===== src/rtl/truth_table_sweeper.sv =====
// truth_table_sweeper
//   Steps a 4-input combinational block through ABCD = 0..15 in ascending
//   order. Each vector is held for DWELL cycles and Y is captured on the
//   edge that ends the last cycle of that vector. The sweep builds a 16-bit
//   truth table, a ones count and the lowest vector that produced Y=1.
//
// Parameters
//   DWELL    cycles each vector is held before Y is captured (1..255)
//
// Ports
//   clk_i    clock, all state changes on the rising edge
//   rst_i    synchronous active-high reset, overrides everything
//   start_i  begin a sweep, taken only in IDLE and only without abort_i
//   abort_i  cancel a running sweep; results clear and no done pulse follows
//   y_i      Y output of the block under test
//   a_o..d_o vector to the block, a_o = idx[3] ... d_o = idx[0]
//   busy_o   high while a sweep is running
//   done_o   one-cycle pulse when a sweep completes
//   table_o  bit i = captured Y for ABCD = i
//   ones_o   number of set bits in table_o (0..16)
//   first_o  lowest i with table_o[i] = 1, 0 when found_o = 0
//   found_o  at least one table_o bit set
module truth_table_sweeper #(
  parameter int DWELL = 4
) (
  input  logic        clk_i,
  input  logic        rst_i,
  input  logic        start_i,
  input  logic        abort_i,
  input  logic        y_i,
  output logic        a_o,
  output logic        b_o,
  output logic        c_o,
  output logic        d_o,
  output logic        busy_o,
  output logic        done_o,
  output logic [15:0] table_o,
  output logic [4:0]  ones_o,
  output logic [3:0]  first_o,
  output logic        found_o
);

  typedef enum logic [1:0] {
    S_IDLE = 2'd0,
    S_RUN  = 2'd1,
    S_FIN  = 2'd2
  } state_e;

  // Dwell count value on which Y is captured for the current vector.
  localparam logic [7:0] DWELL_LAST = 8'(DWELL - 1);

  state_e      state_q;
  logic [3:0]  idx_q;
  logic [7:0]  dwell_q;
  logic        busy_q;
  logic        done_q;
  logic [15:0] table_q;
  logic [4:0]  ones_q;
  logic [3:0]  first_q;
  logic        found_q;

  // Next value of the per-vector results when Y is captured this cycle.
  logic [15:0] table_d;
  logic [4:0]  ones_d;
  logic [3:0]  first_d;
  logic        found_d;

  always_comb begin
    table_d        = table_q;
    table_d[idx_q] = y_i;
    ones_d         = ones_q + {4'd0, y_i};
    first_d        = first_q;
    found_d        = found_q;
    // Only the first hit records its index; later hits leave it alone.
    if (y_i && !found_q) begin
      first_d = idx_q;
      found_d = 1'b1;
    end
  end

  always_ff @(posedge clk_i) begin
    if (rst_i) begin
      state_q <= S_IDLE;
      idx_q   <= 4'd0;
      dwell_q <= 8'd0;
      busy_q  <= 1'b0;
      done_q  <= 1'b0;
      table_q <= 16'd0;
      ones_q  <= 5'd0;
      first_q <= 4'd0;
      found_q <= 1'b0;
    end else begin
      case (state_q)
        S_IDLE: begin
          done_q <= 1'b0;
          if (abort_i) begin
            // Abort wins over a same-cycle start and clears held results.
            table_q <= 16'd0;
            ones_q  <= 5'd0;
            first_q <= 4'd0;
            found_q <= 1'b0;
          end else if (start_i) begin
            state_q <= S_RUN;
            busy_q  <= 1'b1;
            idx_q   <= 4'd0;
            dwell_q <= 8'd0;
            table_q <= 16'd0;
            ones_q  <= 5'd0;
            first_q <= 4'd0;
            found_q <= 1'b0;
          end
        end

        S_RUN: begin
          if (abort_i) begin
            state_q <= S_IDLE;
            busy_q  <= 1'b0;
            idx_q   <= 4'd0;
            dwell_q <= 8'd0;
            table_q <= 16'd0;
            ones_q  <= 5'd0;
            first_q <= 4'd0;
            found_q <= 1'b0;
          end else if (dwell_q == DWELL_LAST) begin
            table_q <= table_d;
            ones_q  <= ones_d;
            first_q <= first_d;
            found_q <= found_d;
            dwell_q <= 8'd0;
            if (idx_q == 4'd15) begin
              // idx returns to 0 so the vector outputs read 0000 in FIN.
              state_q <= S_FIN;
              busy_q  <= 1'b0;
              done_q  <= 1'b1;
              idx_q   <= 4'd0;
            end else begin
              idx_q <= idx_q + 4'd1;
            end
          end else begin
            dwell_q <= dwell_q + 8'd1;
          end
        end

        S_FIN: begin
          state_q <= S_IDLE;
          done_q  <= 1'b0;
        end

        default: begin
          state_q <= S_IDLE;
          busy_q  <= 1'b0;
          done_q  <= 1'b0;
          idx_q   <= 4'd0;
          dwell_q <= 8'd0;
        end
      endcase
    end
  end

  // idx is held at 0 outside RUN, so a plain decode gives 0000 there.
  assign a_o     = idx_q[3];
  assign b_o     = idx_q[2];
  assign c_o     = idx_q[1];
  assign d_o     = idx_q[0];
  assign busy_o  = busy_q;
  assign done_o  = done_q;
  assign table_o = table_q;
  assign ones_o  = ones_q;
  assign first_o = first_q;
  assign found_o = found_q;

endmodule


===== config.mk =====
export PLATFORM = sky130hd
export DESIGN_NAME = truth_table_sweeper
export DESIGN_NICKNAME = d
export VERILOG_FILES = /design/src/rtl/truth_table_sweeper.sv
export SDC_FILE = /design/constraint.sdc
export NUM_CORES = 1
export LEC_CHECK = 0
export CAP_MARGIN = 20
export CORE_MARGIN = 1
export CORE_UTILIZATION = 56
export CTS_CLUSTER_SIZE = 28
export DETAILED_ROUTE_END_ITERATION = 10
export HOLD_SLACK_MARGIN = 0.05
export PLACE_DENSITY = 0.87
export RECOVER_POWER = 25
export SETUP_SLACK_MARGIN = 0.02
export SLEW_MARGIN = 20
export SYNTH_ARGS = -nofsm -noshare
export SYNTH_HDL_FRONTEND = slang
export SYNTH_SLANG_ARGS = --single-unit
export TNS_END_PERCENT = 1

===== constraint.sdc =====
create_clock -name clk_i -period 5.6 [get_ports clk_i]
set_input_delay 1.4 -clock clk_i [delete_from_list [all_inputs] [get_ports clk_i]]
set_output_delay 1.4 -clock clk_i [all_outputs]
set_load 0.01 [all_outputs]

Yosys cells after proc, flatten, opt, wreduce, memory -nomap -nowiden

Index checks and enable logic that the tools add are counted.

Eq/ne operators: 10
Order comparisons: 2
Reductions and logical operators: 13
Bitwise gates (word level): 3
$add $sub $neg: 3
Multiplexer cells: 47

Operators by type and width:

| operator                                                              | count |
|---|---|
| 16-bit two-way mux                                                    | 4 |
| 4-bit two-way mux                                                     | 9 |
| 8-bit two-way mux                                                     | 4 |
| 16-bit one-hot mux with 2 select lines                                | 1 |
| 8-bit one-hot mux with 3 select lines                                 | 1 |
| 5-bit two-way mux                                                     | 4 |
| 16-bit bitwise mux                                                    | 1 |
| 3-bit != test, second input constant                                  | 4 |
| 4-bit one-hot mux with 3 select lines                                 | 1 |
| 4-bit AND reduction                                                   | 3 |
| 1-bit two-way mux                                                     | 11 |
| 2-bit two-way mux                                                     | 5 |
| 5-bit one-hot mux with 2 select lines                                 | 1 |
| 3-bit AND reduction                                                   | 3 |
| 8-bit by 1-bit adder with 8-bit output, second input constant         | 1 |
| 8-bit by 2-bit equality test with 1-bit output, second input constant | 1 |
| 4-bit one-hot mux with 2 select lines                                 | 1 |
| 5-bit by 1-bit adder with 5-bit output                                | 1 |
| 4-bit by 5-bit < comparator with 1-bit output, second input constant  | 1 |
| 5-bit AND reduction                                                   | 1 |
| 4-bit by 1-bit adder with 4-bit output, second input constant         | 1 |
| 1-bit demux with 4-bit select                                         | 1 |
| 4-bit equality test, second input constant                            | 1 |
| 4-bit by 1-bit >= comparator with 1-bit output, second input constant | 1 |
| 12 further kinds                                                      | 16 |

Input bits: 5
Logic and storage cells: 87
Flip-flop bits (word level): 42
Output and inout port bits: 32

Longest topological paths before layout

Gate-level depths: netlist (run 1).

Depth in word-level cells: 8
Mapped depth: 6

Least setup slack after synthesis (run 1)

OpenSTA, ideal clock, no wires.

Kind: input -> register
Start: input abort_i
End: register idx_q[0]
Arrival time: 2.614 ns
Cell stages on the path: 6
Path slack: 2.915 ns
Library setup time: 0.070 ns
Cell sequence: buf_2 or3b_1 a21oi_2 clkbuf_1 o21ai_0 a21oi_1

Word-level cells in the longest chain between the ends: 2
Elaborated cells on any way between the ends: 5
Classes of those cells: eq/ne: 2; mux: 2; reduce/logical: 1

Ends and longest elaborated chain:

| element                                                                                | line | text |
|---|---|---|
| start, declared                                                                        | 29   | `input logic abort_i,` |
| 3-bit != test (no line) (tied with other cells)                                        | n/a  |  |
| 4-bit AND reduction (no line) or 4-bit one-hot mux with 3 select lines (tied branches) | n/a  |  |
| end signal, assigned                                                                   | 137  | `idx_q <= idx_q + 4'd1;` |
| end, declared                                                                          | 53   | `logic [3:0] idx_q;` |

Parallel ways exist; a longest one is shown, timed or not.
A chain may end at the register's enable or synchronous reset.

Worst setup path after layout (run 1)

Start: input abort_i
End: register dwell_q[6]

Word-level cells in the longest chain between the ends: 2
Elaborated cells on any way between the ends: 4
Classes of those cells: eq/ne: 1; mux: 2; reduce/logical: 1

Ends and longest elaborated chain:

| element                                                                      | line | text |
|---|---|---|
| 8-bit two-way mux or 2-bit != test (tied branches)                           | n/a  |  |
| 8-bit one-hot mux with 3 select lines or 3-bit AND reduction (tied branches) | n/a  |  |
| end signal, assigned                                                         | 140  | `dwell_q <= dwell_q + 8'd1;` |
| end, declared                                                                | 54   | `logic [7:0] dwell_q;` |

Parallel ways exist; a longest one is shown, timed or not.

==> parameters.txt, run 1 <==
Parameter                              Value

Status
  Run status ... finished, final reports clean

GRT
  Maximum number of pins on one net before global-route repair ... 31
  Busiest grt layer ... met2
  Global-route wire length before repair ... around 8500 um
  Number of antenna violations at the first check in global routing ... 0
  Met2 usage in global routing ... 0.399
  Met1 capacity usage during global routing ... 0.352
  Remaining global-route overflow ... 0
  Met3 usage ... 0.0500
  Global router's overall resource usage ... 0.258
  Via count of the first global-routing pass ... ~1800

Route
  Via density per instance ... about 6.3
  Antenna violation net count after detailed routing ... 0
  Drt first-iter violations ... 138
  Number of detailed-routing iterations run before antenna repair ... 4
  Detail-routed net length per standard cell ... between 15 and 20 um
  Vias ... 2043
  Wire length reported by the detailed router ... ~4900 um
  Total DRC errors in the routed layout ... 0

Timing
  Pins Over Slew Limit ... 0
  F_max ... around 0.26 GHz
  Post-route clock period utilization ... 0.696
  Largest clock skew in the final design ... approximately 0.006 ns
  Worst slew margin relative to its limit ... 0.282
  Final setup violation count ... 0
  Minimum clock period ... about 3.9 ns
  Transition time of the tightest slew-check pin ... 1.08 ns
  RSZ-0062 raised after global routing ... false
  Setup TNS ... 0 ns
  Final count of hold timing violations ... 0

Worst setup path
  Worst Setup SP ... abort_i
  Buffers plus inverters on the worst setup path ... 1
  List of cells traversed by the critical path ... dlygate4sd3_1 -> or3b_1 -> a21oi_2 -> o21ai_1 -> nor2_1
  Reg-to-Reg Start ... state_q[0]
  Critical-path top delay cell ... sky130_fd_sc_hd__a21oi_2
  Arrival time at the worst endpoint ... 4.11 ns
  Element type at the critical path start ... input pin
  CP endpoint kind ... flip-flop
  Worst setup path class ... input pin to flip-flop
  Biggest fanout along the worst timing path ... 30
  Slowest cell delay on critical path ... roughly 0.85 ns
  CP delay by family, top ... compound AO/OA/AOI/OAI gates
  Data required, critical path ... around 5.8 ns

Placement
  Post-place instance area ... ~2500 um2
  Placed wire-length estimate ... ~3400 um
  Global placement routability congestion ... 0.862
  Buffers added on ports ... 36

Logic synthesis
  Number of storage elements in the synthesis netlist ... 42
  Post-Synthesis Cells ... ~250
  Post-Synthesis Net Count ... 260
  Synth Flop Type ... sky130_fd_sc_hd__dfxtp_1
  Per-instance average area after synthesis ... between 8 and 9 um2
  Top cells by area, synth ... sky130_fd_sc_hd__dfxtp_1 39%, sky130_fd_sc_hd__a21oi_1 5.1%, sky130_fd_sc_hd__ha_1 4.0%
  Cell type with the largest total area after synthesis ... sky130_fd_sc_hd__dfxtp_1
  Syn Std Cell Area ... about 2200 um2
  Warnings from Yosys ... 0
  Share of flip-flops with an asynchronous set or reset after synthesis ... 0
  Count of unique library cells instantiated by Yosys ... 50
  Fraction of synthesized cell area taken by the top area cell type ... 0.388
  Sequential fraction of the synthesis area ... 0.388
  Number of synthesized flops with an enable pin ... 0

Clocking
  Clk buf depth ... 2
  Master cell of the clock root buffer ... sky130_fd_sc_hd__clkbuf_8
  Clock Sink Count ... between 40 and 50
  Quantity of hold-fixing buffers added after cts ... 0
  CTS-repair resized insts ... 0
  Worst-Skew Late Latency ... around 0.29 ns
  Clock-pin transition on the worst setup and hold timing paths ... roughly 0.08 ns
  TritonCTS clock tree ... done
  Inserted Clock Buffers ... 5
  Post-CTS setup repair buffer count ... 0
  Max H-tree Level ... 2

Floorplanning
  I/O Pins ... 37
  Site row count ... 22
  Die width ... ~64 um
  Die height ... approximately 64 um
  Core footprint ... around 3700 um2
  Floorplan die area ... just over 4000 um2
  Effective utilization at floorplan ... 0.587

Power
  Peak supply drop ... between 0.1 and 0.15 mV
  Static leakage ... around 0.00093 uW
  Power density normalized to cell area ... roughly 210 nW/um2

Cells and area
  Non-Filler Cell Area, Final ... between 2000 and 3000 um2
  Fraction of final layout cells with drive strength greater than 1 ... 0.0584
  Antenna Diode Count ... 0
  Filler cell count in the final layout ... approximately 310
  Layout area overhead ... 19.8%
  Final standard cell utilization of the core ... 0.704
  Number of nets in the final layout ... 285

Worst hold path
  Worst Min Path Start ... table_o[6]
  Min-Delay Path Class ... flip-flop to flip-flop

Job
  Reported max-cap violation count ... 0
[worst paths after layout]
check        cells after the start  slack [ns]          to
min reg2reg                      2        0.47  table_o[6]
max reg2reg                      4        2.84  dwell_q[6]
min                              2        0.47  table_o[6]
max                              5        1.71  dwell_q[6]
[Yosys cell counts, types with 7 or more instances]
cell type and n:
sky130_fd_sc_hd__dfxtp_1 42, sky130_fd_sc_hd__a21oi_1 22, sky130_fd_sc_hd__nand3_1 15, sky130_fd_sc_hd__nand2_1 14, sky130_fd_sc_hd__clkbuf_1 13, sky130_fd_sc_hd__nor2_1 12
sky130_fd_sc_hd__nand4_1 10, sky130_fd_sc_hd__or3_1 10, sky130_fd_sc_hd__o21ai_1 9, sky130_fd_sc_hd__a32o_1 7, sky130_fd_sc_hd__ha_1 7, sky130_fd_sc_hd__o21ai_0 7
sky130_fd_sc_hd__or4_1 7, sky130_fd_sc_hd__xor2_1 7
[where the power goes]
part / internal [uW] / switching (uW)
combinational: 15.9 / 31.8
clock: 99.4 / 96.4
sequential: 301 / 3.83
[stage by stage]
stage / total power [uW] / hold slack [ns] / cells / setup WS [ns]
finish: 548 / 0.467 / 322 / 1.71
global route: 574 / 0.476 / 322 / 1.48
CTS: 552 / 0.470 / 322 / 1.84
detailed placement: 359 / 0.456 / 314 / 1.56
global placement: 358 / 0.450 / 314 / 1.63
floorplan: 347 / 0.458 / 248 / 2.92
[cells by family after synthesis]
kind of cell | after synthesis | synth area share
buffers and inverters | 24 | 0.0503
XOR/XNOR | 7 | 0.0283
flip-flops | 42 | 0.388
AO/OA/AOI/OAI | 74 | 0.231
adder cells (fa/ha/maj) | 7 | 0.0404
AND/OR/NAND/NOR | 92 | 0.252
multiplexers | 2 | 0.00982
[flip-flops by register name, indices dropped and copies added, names as in the netlist]
register and count:
idx_q 4, first_o 4, busy_o 1, found_o 1, state_q 2, done_o 1
table_o 16, ones_o 5, dwell_q 8
[metal layers]
| metal | share of wire | vias up |
|---|---|---|
| li1 | - | 1004 |
| met1 | 0.47 | 956 |
| met2 | 0.46 | 74 |
| met3 | 0.056 | 9 |
| met4 | 0.014 | 0 |
| met5 | 0 | - |
[area by class of cell]
type                    count  area, um2  share of cell area
multi-input cells         182       1220               0.469
flip-flops and latches     42        841               0.324
repair buffers             37        368               0.142
clock buffers               7       86.3              0.0333
well taps                  48       60.1              0.0231
inverters                   5       18.8             0.00723
clock inverters             1       5.00             0.00193
[placed cells by master (no fill, tap or decap), drive strengths merged, types with 5 or more instances in the layout]
| cell | netlist | layout |
|---|---|---|
| nand3 | 15 | 15 |
| or4 | 7 | 7 |
| dfxtp | 42 | 42 |
| nand4 | 10 | 10 |
| or3 | 10 | 10 |
| o21ai | 17 | 17 |
| a31oi | 5 | 5 |
| ha | 7 | 7 |
| clkbuf | 13 | 7 |
| a32o | 7 | 7 |
| xor2 | 7 | 7 |
| nand2 | 14 | 14 |
| nor2 | 13 | 13 |
| a21oi | 23 | 23 |
| clkdlybuf4s50 | 0 | 18 |
| o31ai | 5 | 5 |
| a32oi | 5 | 5 |
| dlygate4sd3 | 0 | 18 |
[tightest hold or removal path, cell delays in order, from the launching register on]
cell	delay, ns
sky130_fd_sc_hd__dfxtp_1	0.31
sky130_fd_sc_hd__nand3_1	0.06
sky130_fd_sc_hd__a32oi_1	0.05
Note: power is estimated with default switching activity, not from simulation.
==> inputs of run 2 (changes only) <==
--- a/config.mk
+++ b/config.mk
@@ -7,11 +7,11 @@
 export LEC_CHECK = 0
 export CAP_MARGIN = 20
 export CORE_MARGIN = 1
-export CORE_UTILIZATION = 56
+export CORE_UTILIZATION = 47
 export CTS_CLUSTER_SIZE = 28
 export DETAILED_ROUTE_END_ITERATION = 10
 export HOLD_SLACK_MARGIN = 0.05
-export PLACE_DENSITY = 0.87
+export PLACE_DENSITY = 0.78
 export RECOVER_POWER = 25
 export SETUP_SLACK_MARGIN = 0.02
 export SLEW_MARGIN = 20
==> constraint.sdc (replaced) <==
create_clock -name clk_i -period 3.4 [get_ports clk_i]
set_input_delay 0.85 -clock clk_i [delete_from_list [all_inputs] [get_ports clk_i]]
set_output_delay 0.85 -clock clk_i [all_outputs]
set_load 0.01 [all_outputs]
==> parameters.txt, run 2 (synthesis gave the netlist of run 1 again) <==
Parameter                              Value

Timing
  Post-route clock period utilization ... 0.831
  Final setup violation count ... 0
  Largest clock skew in the final design ... about 0.0080 ns
  F_max ... roughly 0.35 GHz
  RSZ-0062 raised after global routing ... false
  Pins Over Slew Limit ... 0
  Final count of hold timing violations ... 0
  Setup TNS ... 0 ns
  Transition time of the tightest slew-check pin ... about 0.7 ns
  Minimum clock period ... around 2.8 ns
  Worst slew margin relative to its limit ... 0.529

Power
  Part of the total power dissipated in the clock network ... 0.363
  Switching pwr ... 230 uW
  Combinational share of power ... 0.091
  Net switching fraction of the power ... 0.250
  Peak supply drop ... between 0.2 and 0.3 mV
  Power density normalized to cell area ... approximately 350 nW/um2
  Static leakage ... ~0.00095 uW
  Relative contribution of sequential cells to total power ... 0.545
  Cell internal power dissipation ... 690 uW

Worst setup path
  Worst Setup SP ... abort_i
  Top cell by count, worst path ... sky130_fd_sc_hd__nor3b_1
  Data required, critical path ... around 3.6 ns
  Reg2Reg Capture Point ... table_o[11]
  Biggest fanout along the worst timing path ... 8
  Reg-to-Reg Start ... state_q[0]
  Worst setup path class ... input pin to flip-flop
  List of cells traversed by the critical path ... dlygate4sd3_1 -> nor3b_1 -> nand3_1 -> nor3b_1 -> a32o_1
  Arrival time at the worst endpoint ... about 3.1 ns
  CP endpoint kind ... flip-flop
  Worst reg2reg path depth ... 4
  Slowest cell delay on critical path ... approximately 0.65 ns
  Worst Setup EP ... table_o[11]
  Flop-to-flop setup slack ... between 1 and 1.5 ns
  Critical-path top delay cell ... sky130_fd_sc_hd__dlygate4sd3_1
  Element type at the critical path start ... input pin

Cells and area
  Fraction of final layout cells with drive strength greater than 1 ... 0.0683
  Filler cell count in the final layout ... 396
  Layout area overhead ... 21.8%
  Leading cell types in the layout, fill and taps excluded ... 42 x sky130_fd_sc_hd__dfxtp_1, 22 x sky130_fd_sc_hd__a21oi_1, 19 x sky130_fd_sc_hd__clkdlybuf4s50_1
  Commonest non-fill, non-tap cell in the layout ... sky130_fd_sc_hd__dfxtp_1
  Antenna Diode Count ... 0
  Max reg flops ... 16
  Number of nets in the final layout ... 289
  Non-Filler Cell Area, Final ... ~2600 um2

Route
  Number of detailed-routing iterations run before antenna repair ... 4
  Detail-routed net length per standard cell ... 15.3 um
  Via density per instance ... around 6.2
  Drt first-iter violations ... around 180
  Wire length reported by the detailed router ... between 5000 and 6000 um
  Total DRC errors in the routed layout ... 0
  Antenna violation net count after detailed routing ... 0
  Vias ... a little over 2000

Clocking
  Clock-pin transition on the worst setup and hold timing paths ... ~0.080 ns
  Post-CTS setup repair buffer count ... 0
  Clk buf depth ... 2
  Worst-Skew Late Latency ... 0.30 ns
  Inserted Clock Buffers ... 5
  Master cell of the clock root buffer ... sky130_fd_sc_hd__clkbuf_8
  Clock Sink Count ... 42
  Max H-tree Level ... 2
  Quantity of hold-fixing buffers added after cts ... 0
  TritonCTS clock tree ... done
  CTS-repair resized insts ... 0

GRT
  Global router's overall resource usage ... 0.219
  Remaining global-route overflow ... 0
  Global-route wire length before repair ... about 8600 um
  Maximum number of pins on one net before global-route repair ... 23
  Number of antenna violations at the first check in global routing ... 0
  Via count of the first global-routing pass ... approximately 1800

Job
  Reported max-cap violation count ... 0

Floorplanning
  Core footprint ... approximately 4400 um2
  Die height ... roughly 70 um
  Die width ... roughly 70 um
  Floorplan die area ... between 4000 and 5000 um2
  Effective utilization at floorplan ... 0.494
  Site row count ... 24
  I/O Pins ... 37

Placement
  Global placement routability congestion ... just over 0.8
  Placed wire-length estimate ... approximately 3500 um
  Post-place instance area ... between 2000 and 3000 um2
  Buffers added on ports ... 36

Status
  Run status ... finished, final reports clean

Worst hold path
  Min-Delay Path Class ... flip-flop to flip-flop
[run 2: cell count changes in the layout (fill, tap and decap cells not counted)]
cell / previous run / this run
sky130_fd_sc_hd__clkdlybuf4s50_1: 18 / 19
sky130_fd_sc_hd__buf_4: 1 / 4
sky130_fd_sc_hd__nor3b_1: 1 / 2
sky130_fd_sc_hd__nor3b_2: 2 / 1
sky130_fd_sc_hd__buf_12: 0 / 1
sky130_fd_sc_hd__dlygate4sd3_1: 18 / 17
[run 2: area by class of cell]
class,instances,area [um2],area share
Timing Repair Buffer,41,410,0.156
Multi-Input combinational cell,182,1210,0.459
Clock buffer,7,86.3,0.0327
Inverter,5,18.8,0.00712
Clock inverter,1,5.00,0.00190
Tap cell,52,65.1,0.0247
Sequential cell,42,841,0.319
[run 2: stage by stage]
step	hold WS (ns)	cells	setup slack [ns]	util	total power, uW
floorplan	0.458	248	1.27	-	571
global placement	0.457	322	0.509	0.582	596
detailed placement	0.457	322	0.460	0.582	598
CTS	0.471	330	0.772	0.603	927
global route	0.485	330	0.411	0.602	959
finish	0.467	330	0.576	0.602	921
[run 2: routing by layer]
metal	track usage	vias to the layer above	part of all wire
met1	0.295	968	0.44
met5	0	-	0
li1	-	1003	-
met3	0.0491	8	0.066
met4	0.0711	0	0.014
met2	0.348	70	0.48
[run 2: power groups by stage]
stage | clock (uW) | sequential (uW) | combinational, uW
finish | 334 | 502 | 84.2
global route | 363 | 503 | 92.9
CTS | 341 | 502 | 84.3
detailed placement | 0 | 514 | 83.8
global placement | 0 | 514 | 82.7
floorplan | 0 | 512 | 59.3
[run 2: how the worst min path moves through the flow]
| stage | from | to | slack, ns | cells past startpoint |
|---|---|---|---|---|
| CTS | table_o[2] | table_o[2] | 0.47 | 2 |
| detailed placement | table_o[2] | table_o[2] | 0.46 | 2 |
| finish | table_o[0] | table_o[0] | 0.47 | 2 |
| global placement | table_o[4] | table_o[4] | 0.46 | 2 |
| floorplan | dwell_q[1] | dwell_q[1] | 0.46 | 2 |
| global route | table_o[4] | table_o[4] | 0.48 | 2 |
[run 2: critical path, delay by kind of cell]
kind	cells	cell delay (ns)
simple gates	3	1.38
buf+inv	1	0.65
compound gates	1	0.18
==> inputs of run 3 (changes only) <==
==> constraint.sdc (replaced) <==
create_clock -name clk_i -period 2.5 [get_ports clk_i]
set_input_delay 0.625 -clock clk_i [delete_from_list [all_inputs] [get_ports clk_i]]
set_output_delay 0.625 -clock clk_i [all_outputs]
set_load 0.01 [all_outputs]
==> parameters.txt, run 3 (synthesis gave the netlist of run 1 again) <==
Parameter                              Value

Cells and area
  Number of nets in the final layout ... slightly below 300
  Fraction of final layout cells with drive strength greater than 1 ... 0.0976
  Max reg flops ... 16
  Commonest non-fill, non-tap cell in the layout ... sky130_fd_sc_hd__dfxtp_1
  Leading cell types in the layout, fill and taps excluded ... 42 x sky130_fd_sc_hd__dfxtp_1, 22 x sky130_fd_sc_hd__a21oi_1, 21 x sky130_fd_sc_hd__clkdlybuf4s50_1
  Filler cell count in the final layout ... around 400
  Antenna Diode Count ... 0
  Layout area overhead ... 25.5%

Clocking
  Clock-pin transition on the worst setup and hold timing paths ... around 0.08 ns
  Master cell of the clock root buffer ... sky130_fd_sc_hd__clkbuf_8
  Worst-Skew Late Latency ... about 0.30 ns
  Clock Sink Count ... 42
  TritonCTS clock tree ... done
  Inserted Clock Buffers ... 5
  CTS-repair resized insts ... 0
  Clk buf depth ... 2
  Quantity of hold-fixing buffers added after cts ... 0
  Max H-tree Level ... 2
  Post-CTS setup repair buffer count ... 0

Timing
  Pins Over Slew Limit ... 0
  RSZ-0062 raised after global routing ... false
  Setup TNS ... 0 ns
  F_max ... ~0.45 GHz
  Largest clock skew in the final design ... ~0.0056 ns
  Post-route clock period utilization ... 0.885
  Transition time of the tightest slew-check pin ... about 0.54 ns
  Worst slew margin relative to its limit ... 0.635
  Minimum clock period ... about 2.2 ns
  Final setup violation count ... 0
  Final count of hold timing violations ... 0

Route
  Total DRC errors in the routed layout ... 0
  Detail-routed net length per standard cell ... about 16 um
  Via density per instance ... ~6.2
  Drt first-iter violations ... ~200
  Vias ... approximately 2100
  Antenna violation net count after detailed routing ... 0
  Wire length reported by the detailed router ... approximately 5400 um
  Number of detailed-routing iterations run before antenna repair ... 4

Worst setup path
  Biggest fanout along the worst timing path ... 14
  List of cells traversed by the critical path ... clkdlybuf4s50_1
  Worst setup path class ... flip-flop to output port
  CP delay by family, top ... flip-flops
  Critical-path top delay cell ... sky130_fd_sc_hd__dfxtp_1
  Arrival time at the worst endpoint ... ~1.6 ns
  Buffers plus inverters on the worst setup path ... 1
  Data required, critical path ... 1.88 ns
  CP endpoint kind ... output port
  Slowest cell delay on critical path ... 0.66 ns
  Element type at the critical path start ... flip-flop

Power
  Net switching fraction of the power ... 0.251
  Power density normalized to cell area ... between 400 and 500 nW/um2
  Peak supply drop ... between 0.3 and 0.4 mV
  Combinational share of power ... 0.104
  Cell internal power dissipation ... 950 uW
  Switching pwr ... 319 uW
  Relative contribution of sequential cells to total power ... 0.536
  Part of the total power dissipated in the clock network ... 0.360
  Static leakage ... 0.000999 uW
  Total chip power ... ~1300 uW

Job
  Reported max-cap violation count ... 0

Floorplanning
  Die height ... ~70 um
  Core footprint ... approximately 4400 um2
  Die width ... between 60 and 70 um
  Floorplan die area ... 4880 um2
  Site row count ... 24
  Effective utilization at floorplan ... 0.494
  I/O Pins ... 37

Placement
  Global placement routability congestion ... ~0.87
  Buffers added on ports ... 36
  Placed wire-length estimate ... 3640 um

Status
  Run status ... finished, final reports clean

Worst hold path
  Min-Delay Path Class ... flip-flop to flip-flop

GRT
  Remaining global-route overflow ... 0
  Global router's overall resource usage ... 0.231
  Via count of the first global-routing pass ... between 1500 and 2000
  Global-route wire length before repair ... between 9000 and 10000 um
  Number of antenna violations at the first check in global routing ... 0
  Maximum number of pins on one net before global-route repair ... 31
[run 3: cell count changes in the layout (fill, tap and decap cells not counted)]
cell,delta
sky130_fd_sc_hd__clkdlybuf4s50_1,+2
sky130_fd_sc_hd__buf_4,+8
sky130_fd_sc_hd__dlygate4sd3_1,-2
sky130_fd_sc_hd__buf_12,+1
[run 3: power groups by stage]
stage	Combinational, uW	Clock (uW)	Sequential [uW]
6_report	132	457	680
4_1_cts	131	462	680
5_1_grt	144	496	681
3_3_place_gp	128	0	696
2_1_floorplan	80.6	0	696
3_5_place_dp	129	0	696
[run 3: path summary, 6_finish.rpt]
path                              endpoint  slack (ns)        from  cells past startpoint
worst max register to register  table_o[9]        0.43  dwell_q[0]                      6
worst min register to register  table_o[1]        0.47  table_o[1]                      2
worst max-delay path                   b_o        0.29    idx_q[2]                      1
worst min-delay path            table_o[1]        0.47  table_o[1]                      2
[run 3: routing by layer]
metal | wire length [um] | vias to the layer above | global-route usage
li1 | - | 1015 | -
met5 | 0 | - | 0
met3 | 301 | 11 | 0.0447
met1 | 2450 | 995 | 0.306
met4 | 112 | 0 | 0.0889
met2 | 2530 | 73 | 0.373
[run 3: metrics by stage]
stage | setup WS (ns) | util | instance area (um2) | instances | hold WS (ns)
after detailed placement | 0.125 | 0.600 | 2630 | 331 | 0.457
after floorplan | 0.590 | - | 2170 | 248 | 0.458
final | 0.288 | 0.620 | 2720 | 339 | 0.466
after global placement | 0.149 | 0.600 | 2630 | 331 | 0.454
after global routing | 0.153 | 0.620 | 2720 | 339 | 0.504
after CTS | 0.284 | 0.621 | 2720 | 339 | 0.471
[run 3: worst reg2reg max path: stages, from the launching register on]
cell	delay [ns]
sky130_fd_sc_hd__dfxtp_1	0.39
sky130_fd_sc_hd__ha_1	0.27
sky130_fd_sc_hd__nor4b_4	0.35
sky130_fd_sc_hd__a21oi_2	0.13
sky130_fd_sc_hd__buf_12	0.18
sky130_fd_sc_hd__or3_1	0.39
sky130_fd_sc_hd__a32o_1	0.26
[run 3: area by class of cell]
| class | instances | area (um2) | area share |
|---|---|---|---|
| clock buffer | 7 | 86.3 | 0.0318 |
| clock inverter | 1 | 5.00 | 0.00184 |
| inverter | 5 | 18.8 | 0.00691 |
| multi-input combinational | 182 | 1210 | 0.446 |
| sequential | 42 | 841 | 0.309 |
| tap | 52 | 65.1 | 0.0239 |
| timing repair buffer | 50 | 490 | 0.180 |
